$ cat src/rtl/seqdet_scan_ctrl.sv
// seqdet_scan_ctrl
// Scan controller for the serial pattern detector. A parallel word is accepted
// over a valid/ready handshake. It is then shifted MSB-first into a PAT_W-bit
// history register, one bit per clock. Every occurrence of PATTERN is flagged,
// including overlapping ones, and the matches are counted with saturation.
// A one-cycle done pulse marks the end of the scan.
module seqdet_scan_ctrl #(
  parameter int               DATA_W    = 8,
  parameter int               PAT_W     = 4,
  parameter logic [PAT_W-1:0] PATTERN   = 4'b1011,
  parameter int               CNT_W     = 4,
  parameter int               KEEP_HIST = 0
) (
  input  logic              clk,
  input  logic              rst_n,
  input  logic              in_valid,
  input  logic [DATA_W-1:0] in_data,
  output logic              in_ready,
  input  logic              abort,
  output logic              ser_vld,
  output logic              ser_bit,
  output logic              match,
  output logic              busy,
  output logic              done,
  output logic [CNT_W-1:0]  match_cnt
);

  localparam int IDX_W  = (DATA_W > 1) ? $clog2(DATA_W) : 1;
  localparam int FILL_W = $clog2(PAT_W + 1);

  localparam logic [IDX_W-1:0]  LAST_IDX  = IDX_W'(DATA_W - 1);
  localparam logic [FILL_W-1:0] FILL_FULL = FILL_W'(PAT_W);
  localparam logic [FILL_W-1:0] FILL_PRE  = FILL_W'(PAT_W - 1);
  localparam logic [CNT_W-1:0]  CNT_MAX   = {CNT_W{1'b1}};

  typedef enum logic [1:0] {
    ST_IDLE  = 2'd0,
    ST_SHIFT = 2'd1,
    ST_DONE  = 2'd2
  } state_e;

  state_e              state_q;
  logic [DATA_W-1:0]   word_q;
  logic [PAT_W-1:0]    hist_q;
  logic [FILL_W-1:0]   fill_q;
  logic [IDX_W-1:0]    bit_idx_q;
  logic [CNT_W-1:0]    match_cnt_q;
  logic                match_q;
  logic                done_q;

  logic                cur_bit_s;
  logic [PAT_W-1:0]    hist_d;
  logic [FILL_W-1:0]   fill_d;
  logic                hit_s;
  logic [CNT_W-1:0]    match_cnt_d;
  logic                last_shift_s;
  logic                accept_s;

  // Next-value datapath for one shift step: the new history window, fill level, hit and count.
  always_comb begin
    cur_bit_s    = word_q[LAST_IDX - bit_idx_q];
    hist_d       = PAT_W'({hist_q, cur_bit_s});
    last_shift_s = (bit_idx_q == LAST_IDX);
    accept_s     = (state_q == ST_IDLE) && in_valid && !abort;
    if (fill_q == FILL_FULL) begin
      fill_d = FILL_FULL;
    end else begin
      fill_d = fill_q + FILL_W'(1);
    end
    // A hit only counts once PAT_W real bits have entered since the last clear.
    hit_s = (hist_d == PATTERN) && (fill_q >= FILL_PRE);
    if (hit_s && (match_cnt_q != CNT_MAX)) begin
      match_cnt_d = match_cnt_q + CNT_W'(1);
    end else begin
      match_cnt_d = match_cnt_q;
    end
  end

  // Controller FSM: accept, shift DATA_W bits, one done cycle; abort drops straight to idle.
  always_ff @(posedge clk or negedge rst_n) begin
    if (!rst_n) begin
      state_q     <= ST_IDLE;
      word_q      <= '0;
      hist_q      <= '0;
      fill_q      <= '0;
      bit_idx_q   <= '0;
      match_cnt_q <= '0;
      match_q     <= 1'b0;
      done_q      <= 1'b0;
    end else begin
      match_q <= 1'b0;
      done_q  <= 1'b0;
      case (state_q)
        ST_IDLE: begin
          if (accept_s) begin
            state_q     <= ST_SHIFT;
            word_q      <= in_data;
            bit_idx_q   <= '0;
            match_cnt_q <= '0;
            if (KEEP_HIST == 0) begin
              hist_q <= '0;
              fill_q <= '0;
            end else begin
              hist_q <= hist_q;
              fill_q <= fill_q;
            end
          end else begin
            state_q <= ST_IDLE;
          end
        end
        ST_SHIFT: begin
          if (abort) begin
            // Partial count and history are deliberately kept for observation.
            state_q <= ST_IDLE;
          end else begin
            hist_q      <= hist_d;
            fill_q      <= fill_d;
            match_q     <= hit_s;
            match_cnt_q <= match_cnt_d;
            if (last_shift_s) begin
              state_q   <= ST_DONE;
              done_q    <= 1'b1;
              bit_idx_q <= '0;
            end else begin
              state_q   <= ST_SHIFT;
              bit_idx_q <= bit_idx_q + IDX_W'(1);
            end
          end
        end
        ST_DONE: begin
          state_q <= ST_IDLE;
        end
        default: begin
          state_q <= ST_IDLE;
        end
      endcase
    end
  end

  // Handshake and observe outputs decoded from the registered state only.
  always_comb begin
    in_ready  = (state_q == ST_IDLE);
    busy      = (state_q != ST_IDLE);
    ser_vld   = (state_q == ST_SHIFT);
    ser_bit   = (state_q == ST_SHIFT) && cur_bit_s;
    match     = match_q;
    done      = done_q;
    match_cnt = match_cnt_q;
  end

endmodule

$ cat config.mk
export PLATFORM = sky130hd
export DESIGN_NAME = seqdet_scan_ctrl
export DESIGN_NICKNAME = d
export VERILOG_FILES = /design/src/rtl/seqdet_scan_ctrl.sv
export SDC_FILE = /design/constraint.sdc
export NUM_CORES = 1
export LEC_CHECK = 0
export CORE_UTILIZATION = 55
export CTS_CLUSTER_DIAMETER = 60
export DETAILED_ROUTE_END_ITERATION = 16
export PLACE_DENSITY_LB_ADDON = 0.2
export SLEW_MARGIN = 20
export SYNTH_ARGS = -nofsm -noshare
export SYNTH_HDL_FRONTEND = slang
export SYNTH_SLANG_ARGS = --single-unit
export TNS_END_PERCENT = 20
$ cat constraint.sdc
create_clock -name clk -period 5.3 [get_ports clk]
set_clock_uncertainty 0.2 [all_clocks]
set_input_delay 1.325 -clock clk [delete_from_list [all_inputs] [get_ports clk]]
set_output_delay 1.325 -clock clk [all_outputs]
set_load 0.01 [all_outputs]
==> results by group <==
Global route
  – Antenna violations before repair: 0
  – Vias in the first global route: 905
  – First-pass GRT wire length: 4105 um
  – Grt total ovfl: 0
  – Pin count of the biggest net entering global routing: 26
  – All-Layer GR Usage: 22.81%

Setup path
  – Worst path required time: 3770 ps
  – Worst-path maximum fanout: 7
  – Setup CP Type: flop to primary output
  – Worst Path Arrival: 2070 ps
  – Crit path capture type: primary output
  – Worst Setup Start Kind: flop

Timing
  – Final worst-path cycle share: 67.76%
  – Fmax achieved: 278.4 MHz
  – Fin crit period: 3591 ps
  – Fin Hold WS: between 200 and 300 ps
  – # setup viols final: 0
  – Fin. max-slew vios: 0
  – Hold Vio Cnt, Final: 0
  – Setup TNS: 0 ps
  – Least-Margin Pin Slew: around 560 ps
  – Slew margin rel.: approximately 62%
  – RSZ-0062 raised after global routing: false

Floorplanning
  – Ports: 22
  – Die Wd: between 40 and 50 um
  – Core box area: 2042 um^2
  – Initial core utilization: approximately three fifths
  – Die H: 49.31 um
  – Die area: 2431 um^2
  – FP Rows: 16

Synth
  – Yosys top cell area share: 50.81%
  – Most frequent cell after synthesis: nand2_1
  – Cell variety after synth: 31
  – Ys Warns: 0
  – Top FF cell, synth: dfrtp_1
  – Cell count after synthesis: 114
  – Synth async-reset ratio: 100.0%
  – EDFF count, synth: 0
  – Commonest cells post-synth: nand2_1, dfrtp_1, nand3_1
  – Syn nets: ~130
  – Synth Register Bits: 25
  – Synth Cell Area: 1231 um^2
  – Synth top area cells: dfrtp_1, nand2_1, ha_1
  – Post-synth top area cell: dfrtp_1
  – Seq/Total Area, Yosys: 50.81%
  – Synthesized area per cell: roughly 11 um^2

Routing
  – DR WL met3: around 90 um
  – ANT nets after route: 0
  – Initial DRT Pass Iterations: 4
  – Via/cell ratio: ~5.5
  – WL final: 2412 um
  – DRT iter0 DRCs: 11
  – # DRC: 0
  – Wire length on met2: 1205 um
  – Post-Route M1 WL: 1060 um
  – Via Count: 905
  – DR WL/cell: 14.71 um
  – Highest routed layer: met4

Clock network
  – Post_cts resized: 0
  – Clock Sink Count: 25
  – TritonCTS clock tree: built
  – H-tree levels: 1
  – Clock latency on the worst-skew pair: 310 ps
  – Post-CTS Setup Repair Bufs: 0
  – Longest Clk Path Bufs: 2
  – Root buffer cell: clkbuf_4
  – Clk slew on worst S/H paths: 140 ps
  – Hold_buf cts: 0
  – Num CTS Buffers: 3

Finish
  – Layout Nets: 156
  – # fillers: 166
  – Final non-filler cell total: about 160
  – Area occupied by multi-input gates: ~570 um^2
  – Share of post-route cells with drive strength above 1: 8.029%
  – Synth-to-layout area growth: 20.33%
  – # diodes: 0
  – Reg area: 625.6 um^2
  – Final instance area: 1481 um^2

Run
  – Max cap viols: 0

Pwr
  – PwrDens: 308.1 nW/um^2
  – Total power: 0.4564 mW
  – LEAKAGE: 0.7200 nW
  – Peak VDD IR: 0.2455 mV

Placed design
  – IO Port Bufs: 21
  – Half-perimeter wire length after placement: 1810 um
  – Placed Instances: 160
  – Dpl cell area: 1460 um^2
  – RD Place Congestion: 0.7589

Outcome
  – Status: completed

Worst hold path
  – Hold Crit Class: flop to flop
-- where the power goes --
part	internal [mW]	total (mW)	switching, mW
Clock	0.0293	0.0833	0.0539
Combinational	0.0639	0.120	0.0558
Sequential	0.220	0.253	0.0331
-- registers in the layout, summed over array words and instances (netlist names) --
register	flops
word_q	8
match_cnt	4
bit_idx_q	3
fill_q	3
hist_q	3
state_q	2
done	1
match	1
-- logic make-up after synthesis --
kind of cell,synth area share [%]
and+or+nand+nor,24.09
DFF,50.81
AOI/OAI and AO/OA,11.08
buffers and inverters,3.048
adders and majority gates,6.097
muxes,4.167
xor gates and xnor gates,0.7115
-- critical path, cell delays in order (launching register included) --
cell             delay, ps
dfrtp_1                560
mux2i_1                340
a31oi_4                140
and3b_2                240
clkdlybuf4s50_1        480
-- layout make-up --
type                    instances  share of cell area, %
clock buffers                   4                  1.774
inverters                       6                  1.520
repair buffers                 21                  13.85
multi-input cells              81                  38.34
well taps                      27                  2.280
flip-flops and latches         25                  42.23
-- final timing paths --
check | start | to | slack [ps] | cells after the start
worst max register to register | fill_q[0] | match_cnt[2] | 3240 | 7
min in group asynchronous | rst_n | word_q[1] | 780 | 1
worst min register to register | word_q[3] | word_q[3] | 290 | 2
max in group asynchronous | rst_n | word_q[4] | 3760 | 1
worst max-delay path | bit_idx_q[0] | ser_bit | 1710 | 4
worst min-delay path | word_q[3] | word_q[3] | 290 | 2
-- metrics by stage --
stage	utilization (%)	setup slack, ps
after floorplan	-	2680
final	72.55	1709
after detailed placement	71.51	2004
after CTS	72.79	1710
after global placement	71.51	2090
after global routing	72.55	1605
-- metal layers --
metal  vias up  track usage, %
met3         6           4.050
met1       433           28.98
met2        27           37.90
li1        439               -
met4         0           9.804
met5         -               0
-- layout by cell type (no fill, tap or decap) --
cell             count
nand2_1             26
dfrtp_1             25
clkdlybuf4s50_1     20
nand3_1              8
inv_1                6
a22o_1               6
ha_1                 6
o21ai_0              4
mux2i_1              4
clkbuf_4             3
nand2b_1             2
nor2_1               2
nor2_2               2
and2_1               2
and3_1               2
or3b_1               2
nand3b_1             1
nor2b_1              1
a31oi_4              1
and3b_2              1
and4bb_1             1
a211o_1              1
nor4b_4              1
mux2_2               1
a211oi_1             1
a21o_1               1
o31ai_1              1
nand4b_4             1
a21oi_1              1
o22ai_1              1
xor2_1               1
clkbuf_1             1
buf_2                1
(Power assumes the default switching activity.)
